<file path="src/rtl/midi_out_ctrl.sv">
// MIDI output controller: CPU output-port writes feed a small byte FIFO that is
// drained as 8N1 UART frames on the MIDI line; status is pollable by the CPU.
module midi_out_ctrl #(
    parameter int unsigned CLK_DIV = 800,
    parameter int unsigned DEPTH   = 4
) (
    input  logic       clk,
    input  logic       reset,
    input  logic       we,
    input  logic [1:0] port_sel,
    input  logic [7:0] wdata,
    output logic       tx,
    output logic [7:0] status
);

    localparam int unsigned PTR_W  = $clog2(DEPTH);
    localparam int unsigned BAUD_W = $clog2(CLK_DIV);
    localparam int unsigned CNT_W  = 4;

    typedef enum logic [1:0] {IDLE, START, DATA, STOP} state_t;

    state_t             state;
    state_t             state_nxt;
    logic [7:0]         mem [DEPTH];
    logic [PTR_W-1:0]   rd_ptr;
    logic [PTR_W-1:0]   wr_ptr;
    logic [CNT_W-1:0]   count;
    logic               enable;
    logic               overflow;
    logic [BAUD_W-1:0]  baud_cnt;
    logic [2:0]         bit_idx;
    logic [7:0]         shift;

    logic baud_last;
    logic push;
    logic ctrl_wr;
    logic pop;
    logic accept;
    logic reject;
    logic fifo_empty;
    logic fifo_full;
    logic tx_busy;
    logic tx_c;

    assign baud_last  = (baud_cnt == BAUD_W'(CLK_DIV - 1));
    assign fifo_empty = (count == CNT_W'(0));
    assign fifo_full  = (count == CNT_W'(DEPTH));
    assign push       = we && (port_sel == 2'd0);
    assign ctrl_wr    = we && (port_sel == 2'd1);
    // A full FIFO still takes a byte when the head leaves in the same cycle.
    assign accept     = push && (!fifo_full || pop);
    assign reject     = push && !accept;

    assign status = {count, overflow, fifo_empty, fifo_full, tx_busy};

    // State register
    always_ff @(posedge clk) begin
        if (reset) begin
            state <= IDLE;
        end else begin
            state <= state_nxt;
        end
    end

    // Next-state logic
    always_comb begin
        state_nxt = state;
        case (state)
            IDLE:  if (pop) state_nxt = START;
            START: if (baud_last) state_nxt = DATA;
            DATA:  if (baud_last && (bit_idx == 3'd7)) state_nxt = STOP;
            STOP:  if (baud_last) state_nxt = pop ? START : IDLE;
            default: state_nxt = IDLE;
        endcase
    end

    // Per-state line level, busy flag and FIFO pop request
    always_comb begin
        tx_c    = 1'b1;
        tx_busy = 1'b1;
        pop     = 1'b0;
        case (state)
            IDLE: begin
                tx_busy = 1'b0;
                pop     = enable && !fifo_empty;
            end
            START: tx_c = 1'b0;
            DATA:  tx_c = shift[0];
            STOP:  pop  = baud_last && enable && !fifo_empty;
            default: tx_busy = 1'b0;
        endcase
    end

    // FIFO storage; no reset needed since count gates every read
    always_ff @(posedge clk) begin
        if (!reset && accept) begin
            mem[wr_ptr] <= wdata;
        end
    end

    // Datapath: pointers, count, control/overflow flags, baud and bit counters
    always_ff @(posedge clk) begin
        if (reset) begin
            tx       <= 1'b1;
            rd_ptr   <= '0;
            wr_ptr   <= '0;
            count    <= '0;
            enable   <= 1'b0;
            overflow <= 1'b0;
            baud_cnt <= '0;
            bit_idx  <= '0;
            shift    <= '0;
        end else begin
            tx <= tx_c;

            if (ctrl_wr) begin
                enable <= wdata[0];
            end
            // A fresh overflow wins over a clear in the same cycle.
            overflow <= reject || (overflow && !(ctrl_wr && wdata[1]));

            if (accept) begin
                wr_ptr <= wr_ptr + PTR_W'(1);
            end

            case ({accept, pop})
                2'b10:   count <= count + CNT_W'(1);
                2'b01:   count <= count - CNT_W'(1);
                default: count <= count;
            endcase

            if ((state == IDLE) || baud_last) begin
                baud_cnt <= '0;
            end else begin
                baud_cnt <= baud_cnt + BAUD_W'(1);
            end

            if ((state == DATA) && baud_last) begin
                bit_idx <= bit_idx + 3'd1;
                shift   <= {1'b0, shift[7:1]};
            end

            if (pop) begin
                rd_ptr <= rd_ptr + PTR_W'(1);
                shift  <= mem[rd_ptr];
            end
        end
    end

endmodule

</file>
<file path="config.mk">
export PLATFORM = sky130hd
export DESIGN_NAME = midi_out_ctrl
export DESIGN_NICKNAME = d
export VERILOG_FILES = /design/src/rtl/midi_out_ctrl.sv
export SDC_FILE = /design/constraint.sdc
export NUM_CORES = 1
export LEC_CHECK = 0
export ABC_AREA = 1
export BUFFER_PORTS_ARGS = -buffer_cell sky130_fd_sc_hd__clkbuf_2
export CAP_MARGIN = 25
export CORE_ASPECT_RATIO = 0.8
export CORE_UTILIZATION = 48
export DETAILED_ROUTE_END_ITERATION = 6
export GPL_ROUTABILITY_DRIVEN = 0
export PLACE_DENSITY = 0.65
export SYNTH_ARGS = -nofsm -noshare
export SYNTH_HDL_FRONTEND = slang
export SYNTH_SLANG_ARGS = --single-unit
</file>
<file path="constraint.sdc">
create_clock -name clk -period 3.75 [get_ports clk]
set_input_delay 1.125 -clock clk [delete_from_list [all_inputs] [get_ports clk]]
set_output_delay 1.125 -clock clk [all_outputs]
set_load 0.05 [all_outputs]
</file>
Yosys cells after proc, flatten, opt, wreduce, memory -nomap -nowiden. Memories as Yosys holds them, arrays and structs flattened. A register that Yosys moved wholly into a read port is not among the register bits. Cells that the tools add are included.

Logic and storage cells: 73. Input bits: 13. Register bits after elaboration: 34. Bits in writable memories: 32. Memories: 1. Output and inout bits: 9.

Memories: mem (words 4, bits a word 8, read ports 1, clocked after Yosys merged registers in 1, wr ports 1, RTL line 24) `logic [7:0] mem [DEPTH];`.

Mux-type cells: 16. Equality and inequality tests: 13. Add/sub/neg operators: 6. Reductions and logical operators: 27.

Operators with widths (number): 8-bit 2-to-1 mux (2); 1-bit logical AND (12); 2-bit 2-to-1 mux (6); 10-bit by 1-bit adder with 10-bit output (second input constant) (1); 10-bit equality test (second input constant) (1); 2-bit != test (second input constant) (4); 2-bit case mux with 4 select lines (1); 4-bit case mux with 2 select lines (1); 2-bit by 1-bit equality test with 1-bit output (second input constant) (3); 2-bit equality test (second input constant) (3); 1-bit logical NOT (5); 2-bit by 1-bit adder with 2-bit output (second input constant) (2); 4-bit by 1-bit adder with 4-bit output (second input constant) (1); 4-bit by 3-bit equality test with 1-bit output (second input constant) (1); 2-bit logical NOT (2); 4-bit logical NOT (1); 1-bit 2-to-1 mux (4); 1-bit case mux with 2 select lines (2); 4-bit AND reduction (1); 2-bit nonzero test (2); 4-bit by 1-bit subtractor with 4-bit output (second input constant) (1); 3-bit by 1-bit adder with 3-bit output (second input constant) (1); 3-bit equality test (second input constant) (1); 1-bit logical OR (3); 2-bit OR reduction (1).

Logic depth before layout (Yosys ltp). Gate-level depths: netlist of the first run.

Depth in word-level cells: 9. Gate-level depth with buffers: 18.

Worst setup path after synthesis of the first run. No wires, ideal clock.

Path kind: input -> register. From: in port_sel[1]. To: reg count[3]. Stages: 15. Arrival time: 2590 ps. Slack: 1043 ps. Library setup time: 117 ps. Cell sequence: inv_1 > nand2_1 > nor2_1 > inv_1 > nand2_2 > inv_1 > ha_1 > nand2_1 > nor2_1 > a211oi_1 > nand2_1 > nand2_1 > nand3_1 > nand2_1 > nor2_1.

Longest elaborated chain between the ends: 5.

Ends and longest elaborated chain: start: declaration (RTL line 10) `input logic [1:0] port_sel,`; 2-bit logical NOT * (RTL line 48) `assign push = we && (port_sel == 2'd0);`; 1-bit logical AND * (RTL line 48); 1-bit logical AND * (RTL line 51) `assign accept = push && (!fifo_full || pop);`; 2-bit by 1-bit equality test with 1-bit output or 2-bit equality test (tied branches) (RTL line 126) `case ({accept, pop})`; 4-bit case mux with 2 select lines or 2-bit nonzero test (tied branches); end signal: assignment (RTL line 127) `2'b10: count <= count + CNT_W'(1);`; end signal: assignment (RTL line 128) `2'b01: count <= count - CNT_W'(1);`; end signal: assignment (RTL line 129) `default: count <= count;`; end: declaration (RTL line 27) `logic [CNT_W-1:0] count;`.

Every way passes the cells marked *; elsewhere a longest branch is shown, timed or not. A chain may end at the register's enable or synchronous reset.

Final worst setup path of the first run.
From: reg state[0]. To: reg count[3].

Longest elaborated chain between the ends: 6.

Ends and longest elaborated chain: start: declaration (RTL line 22) `state_t state;`; start signal: assignment (RTL line 61) `state <= state_nxt;`; 2-bit equality test or 2-bit logical NOT (tied branches) (RTL line 82) `case (state)`; 1-bit case mux with 2 select lines * (RTL line 82); 1-bit logical OR (RTL line 51); 1-bit logical AND (RTL line 51); 2-bit by 1-bit equality test with 1-bit output or 2-bit equality test (tied branches) (RTL line 126); 4-bit case mux with 2 select lines or 2-bit nonzero test (tied branches).

Marks and branches as above.

==> results of run 1 <==
[flip-flops by register name, summed over array words and instances, names as in the netlist, named ones only]
name,count
baud_cnt,10
bit_idx,3
count,4
enable,1
mem,32
overflow,1
rd_ptr,2
shift,8
state,2
tx,1
wr_ptr,2
[synth_stat cells (all sizes together) (7+ instances only)]
| library cell | instances |
|---|---|
| a21oi | 18 |
| a31oi | 7 |
| buf | 10 |
| dfxtp | 36 |
| edfxtp | 32 |
| ha | 13 |
| inv | 33 |
| nand2 | 37 |
| nand3 | 19 |
| nor2 | 48 |
| o21ai | 31 |
| o22ai | 8 |
[final timing paths]
kind	cells past startpoint	start	endpoint	slack [ps]
setup / recovery	17	state[0]	count[3]	1010
hold / removal	1	baud_cnt[0]	baud_cnt[0]	460
hold reg to reg	1	baud_cnt[0]	baud_cnt[0]	460
setup reg to reg	17	state[0]	count[3]	1010
[cell families (layout without fill, tap and decap cells)]
group,Yosys count,count (layout),share of synthesized area [%]
flip-flops,68,68,56.45
XOR/XNOR,4,4,1.176
adder cells (fa/ha/maj),14,14,6.132
AND/OR/NAND/NOR,113,113,17.14
buffers and inverters,44,74,6.720
AO/OA/AOI/OAI,68,68,12.39
[through the flow]
stage	instances	hold slack [ps]	total power [uW]	utilization, %
after floorplan	311	417.5	1071	-
after global placement	406	432.2	1117	52.86
after detailed placement	406	447.4	1122	52.86
after CTS	422	462.2	1764	56.55
after global routing	422	478.2	1836	56.55
final	422	458.0	1750	56.55
[critical path, delay by kind of cell, from the launching register on]
| kind | cells | cell delay [ps] |
|---|---|---|
| AO/OA/AOI/OAI | 1 | 220 |
| buffers and inverters | 3 | 360 |
| adder cells (fa/ha/maj) | 2 | 600 |
| AND/OR/NAND/NOR | 11 | 1040 |
| flip-flops | 1 | 410 |
[layout by cell type (no fill, tap or decap), types with 7 or more instances in the layout]
| master | synthesis | routed |
|---|---|---|
| nor2_1 | 45 | 45 |
| dfxtp_1 | 36 | 36 |
| edfxtp_1 | 32 | 32 |
| nand2_1 | 31 | 31 |
| inv_1 | 30 | 30 |
| o21ai_0 | 30 | 30 |
| clkbuf_2 | 0 | 21 |
| nand3_1 | 18 | 18 |
| a21oi_1 | 18 | 18 |
| ha_1 | 13 | 13 |
| clkbuf_8 | 0 | 10 |
| o22ai_1 | 8 | 8 |
| a31oi_1 | 7 | 7 |
[final cells by class]
type / instances / area share (%)
Clock inverter: 5 / 1.675
Tap cell: 81 / 3.016
Sequential cell: 68 / 50.04
Inverter: 33 / 3.760
Clock buffer: 11 / 4.840
Timing Repair Buffer: 25 / 4.021
Multi-Input combinational cell: 199 / 32.65
[routing by layer]
layer	vias up	share of wire [%]	track usage (%)
met3	12	4.2	5.975
met4	0	1.5	7.527
li1	1099	-	-
met2	38	46	29.86
met5	-	0	0
met1	993	49	23.97
[power groups by stage]
stage,Combinational (uW),Clock (uW),Sequential (uW)
6_report,277,643,831
4_1_cts,277,655,831
2_1_floorplan,203,0,868
3_5_place_dp,275,0,847
5_1_grt,315,686,835
3_3_place_gp,271,0,846
==> flow_metrics.env, run 1 <==
export IMPL_antenna_found_initial=0
export IMPL_placed_area_mm2=0.003142
export IMPL_yosysTopAreaCellShare_pct=32.26
export IMPL_synth_seq_area_share_pct=56.45
export IMPL_path_class="flop to flop"
export IMPL_postCtsResizedCells=0
export IMPL_powerDensity_mw_per_mm2=520.8
export IMPL_clock_path_buffers=2
export IMPL_die_area_mm2=0.006528
export IMPL_boundaryPins=22
export IMPL_end_kind="flop"
export IMPL_swShare_pct=28.65
export IMPL_async_flop_share_pct=0
export IMPL_yosys_area_top_type="edfxtp_1"
export IMPL_tightest_slew_ps=535.4
export IMPL_vias_per_cell=5.076
export IMPL_diodes=0
export IMPL_finalHoldViolations=0
export IMPL_maxSlewHeadroom_pct=64.26
export IMPL_syn_inst=311
export IMPL_numCtsBuffers=9
export IMPL_maxSlewViolCount=0
export IMPL_synthTopCellsByArea="edfxtp_1 (32%), dfxtp_1 (24%), nor2_1 (5.7%), ha_1 (5.5%), o21ai_0 (5.0%)"
export IMPL_min_period_over_period_pct=72.99
export IMPL_critPathLaunchType="flop"
export IMPL_synthFlopType="dfxtp_1"
export IMPL_vias=2142
export IMPL_n_fill_cell=543
export IMPL_synth_edff_count=32
export IMPL_min_period_ps=2737
export IMPL_io_buffers=21
export IMPL_pre_cts_ws_ps=805.6
export IMPL_path_cells="inv_1 -> ha_1 -> nor2_1 -> and2_4 -> nand2_4 -> inv_4 -> nand2_2 -> inv_1 -> ha_1 -> nand2_1 -> nor2_1 -> a211oi_1 -> nand2_1 -> nand2_1 -> nand3_1 -> nand2_1 -> nor2_1"
export IMPL_timing_critical_path_mode_cell="nand2_1"
export IMPL_p_comb_share_pct=15.8
export IMPL_clockRootBuffer="clkbuf_8"
export IMPL_cp_arrival_ps=2980
export IMPL_fin_ws_ps=1013
export IMPL_coreArea_mm2=0.005943
export IMPL_post_route_cell_area_mm2=0.003361
export IMPL_max_freq_mhz=365.3
export IMPL_num_rows=25
export IMPL_detail_route_wl_per_cell_um=12.92
export IMPL_status="complete, no violations"
export IMPL_start_util_pct=50.13
export IMPL_tns_ps=0
export IMPL_rsz0062_at_grt="false"
export IMPL_grt_pass1_vias=1994
export IMPL_skew_ps=5.444
export IMPL_die_h_um=72.47
export IMPL_grt_overflow_total=0
export IMPL_crit_slowest_cell="dfxtp_1"
export IMPL_syn_num_nets=338
export IMPL_grt_pass1_wl_um=9232
export IMPL_drcViolationCount=0
export IMPL_p_clk_share_pct=36.7
export IMPL_postRouteAntennaNets=0
export IMPL_multi_input_area_mm2=0.001097
export IMPL_synth_cell_types=34
export IMPL_clk_latency_ps=340
export IMPL_fp_dieW_um=90.08
export IMPL_cp_max_fo=13
export IMPL_cts_tree="built"
export IMPL_num_nets_final=363
export IMPL_p_switching_uw=501.4
export IMPL_clkSinkCount=68
export IMPL_cts_htree_levels=3
export IMPL_drive_gt1_share_pct=16.13
export IMPL_cap_violations=0
export IMPL_finalSetupViolations=0
export IMPL_dp_hpwl_um=3719
export IMPL_first_iter_violations=102
export IMPL_ys_ff_latch=68
export IMPL_wl_um=5451
export IMPL_power_leakage_uw=0.001292
export IMPL_grt_usage_pct=18.72
export IMPL_p_int_uw=1249
export IMPL_cp_required_ps=3990
export IMPL_critPathMaxStageDelay_ps=410
export IMPL_post_cts_buffers=0
export IMPL_syn_cell_area_mm2=0.002979
export IMPL_area_growth_pct=12.81
export IMPL_seqPwrFrac_pct=47.5
export IMPL_grt_max_degree=18
export IMPL_firstDrtPassIters=4
export IMPL_path_clk_slew_ps=70
export IMPL_regArea_mm2=0.001682
export IMPL_yosysWarnings=0
export IMPL_ctsHoldBuffers=0
export IMPL_ir_drop_mv=0.3041
export IMPL_syn_avg_cell_area_um2=9.579
export IMPL_hold_path_class="flop to flop"
Power figures use the tool's default switching activity.
==> inputs of run 2 (changes only) <==
- clock period: 3.75 -> 2.75 ns (I/O delays scaled with it)
==> flow_metrics.env, run 2 (same netlist as run 1, synthesis figures left out) <==
export IMPL_wl_um=5411
export IMPL_path_clk_slew_ps=80
export IMPL_vias_per_cell=5.038
export IMPL_ir_drop_mv=0.3046
export IMPL_fp_dieW_um=90.08
export IMPL_skew_ps=10.80
export IMPL_num_rows=25
export IMPL_final_common_cell="nor2_1"
export IMPL_rsz0062_at_grt="false"
export IMPL_drcViolationCount=0
export IMPL_clockRootBuffer="clkbuf_8"
export IMPL_grt_pass1_wl_um=9163
export IMPL_grt_overflow_total=0
export IMPL_powerDensity_mw_per_mm2=710.6
export IMPL_clock_path_buffers=2
export IMPL_postLayoutCoreUtil_pct=57.18
export IMPL_end_kind="flop"
export IMPL_power_leakage_uw=0.001312
export IMPL_antenna_found_initial=0
export IMPL_drive_gt1_share_pct=17.68
export IMPL_boundaryPins=22
export IMPL_start_util_pct=50.13
export IMPL_cp_arrival_ps=2740
export IMPL_io_buffers=21
export IMPL_cp_max_fo=13
export IMPL_cts_tree="built"
export IMPL_numCtsBuffers=9
export IMPL_area_growth_pct=14.07
export IMPL_status="complete, no violations"
export IMPL_critPathLaunchType="flop"
export IMPL_min_period_ps=2495
export IMPL_vias=2146
export IMPL_path_class="flop to flop"
export IMPL_max_freq_mhz=400.8
export IMPL_firstDrtPassIters=4
export IMPL_tightest_slew_ps=450.2
export IMPL_finalSetupViolations=0
export IMPL_maxSlewViolCount=0
export IMPL_die_area_mm2=0.006528
export IMPL_fin_ws_ps=255.2
export IMPL_first_iter_violations=86
export IMPL_post_cts_buffers=0
export IMPL_detail_route_wl_per_cell_um=12.70
export IMPL_maxSlewHeadroom_pct=69.95
export IMPL_cap_violations=0
export IMPL_grt_pass1_vias=1876
export IMPL_dp_hpwl_um=3677
export IMPL_grt_max_degree=18
export IMPL_clkSinkCount=68
export IMPL_die_h_um=72.47
export IMPL_tns_ps=0
export IMPL_diodes=0
export IMPL_postRouteAntennaNets=0
export IMPL_finalHoldViolations=0
export IMPL_largestRegisters="mem x32, baud_cnt x10, shift x8"
export IMPL_layout_common_cells="nor2_1 (44), dfxtp_1 (35), edfxtp_1 (32)"
export IMPL_num_nets_final=367
export IMPL_grt_usage_pct=18.36
export IMPL_min_period_over_period_pct=90.72
export IMPL_cp_required_ps=3000
export IMPL_pre_cts_ws_ps=121.6
export IMPL_cts_htree_levels=3
export IMPL_coreArea_mm2=0.005943
export IMPL_largest_register="mem"
export IMPL_largest_register_ffs=32
export IMPL_hold_path_class="flop to flop"
export IMPL_clk_latency_ps=350
## run 2: routing by layer
metal | vias up | global-route usage (%) | routed length [um] | share of wire [%]
met1 | 981 | 24.78 | 2804 | 52
met5 | - | 0 | 0 | 0
met2 | 41 | 27.31 | 2282 | 42
met3 | 11 | 6.184 | 236 | 4.4
met4 | 0 | 7.527 | 88 | 1.6
li1 | 1113 | - | - | -
## run 2: final cells by class
type                    count  area, um^2
clock inverters             7       91.34
flip-flops and latches     68        1683
multi-input cells         199        1105
inverters                  33       128.9
well taps                  81       101.3
repair buffers             29       165.2
fillers                   512        2545
clock buffers               9       123.9
## run 2: final timing paths
check | from | endpoint | slack (ps) | cells past startpoint
worst max-delay path | state[1] | count[3] | 260 | 17
worst min-delay path | baud_cnt[0] | baud_cnt[0] | 450 | 1
worst max register to register | state[1] | count[3] | 260 | 17
worst min register to register | baud_cnt[0] | baud_cnt[0] | 450 | 1
## run 2: timing repair
| action | CTS | global route |
|---|---|---|
| hold buffers | 0 | 0 |
| gates resized for setup | 0 | 4 |
| setup endpoints to repair | 0 | 1 |
## run 2: power breakdown
group / switching, uW / internal [uW]
Clock: 382 / 507
Combinational: 279 / 116
Sequential: 30.5 / 1100
## run 2: critical path, stage by stage, from the launching register on
cell	delay, ps
dfxtp_1	360
inv_1	90
ha_1	320
nor2_2	140
and2_4	170
nand2_4	110
inv_6	130
nand2_2	90
inv_1	90
ha_1	270
nand2_1	90
nor2_1	50
a211oi_2	180
nand2_1	70
nand2_1	90
nand3_1	60
nand2_1	60
nor2_1	30
## run 2: through the flow
stage               power (uW)  cell area, um^2  std cells  hold WS, ps
detailed placement        1539             3172        410        440.5
finish                    2415             3398        426        451.5
global route              2526             3398        426        481.3
floorplan                 1461             2979        311        417.5
CTS                       2420             3387        426        453.3
global placement          1536             3172        410        427.3
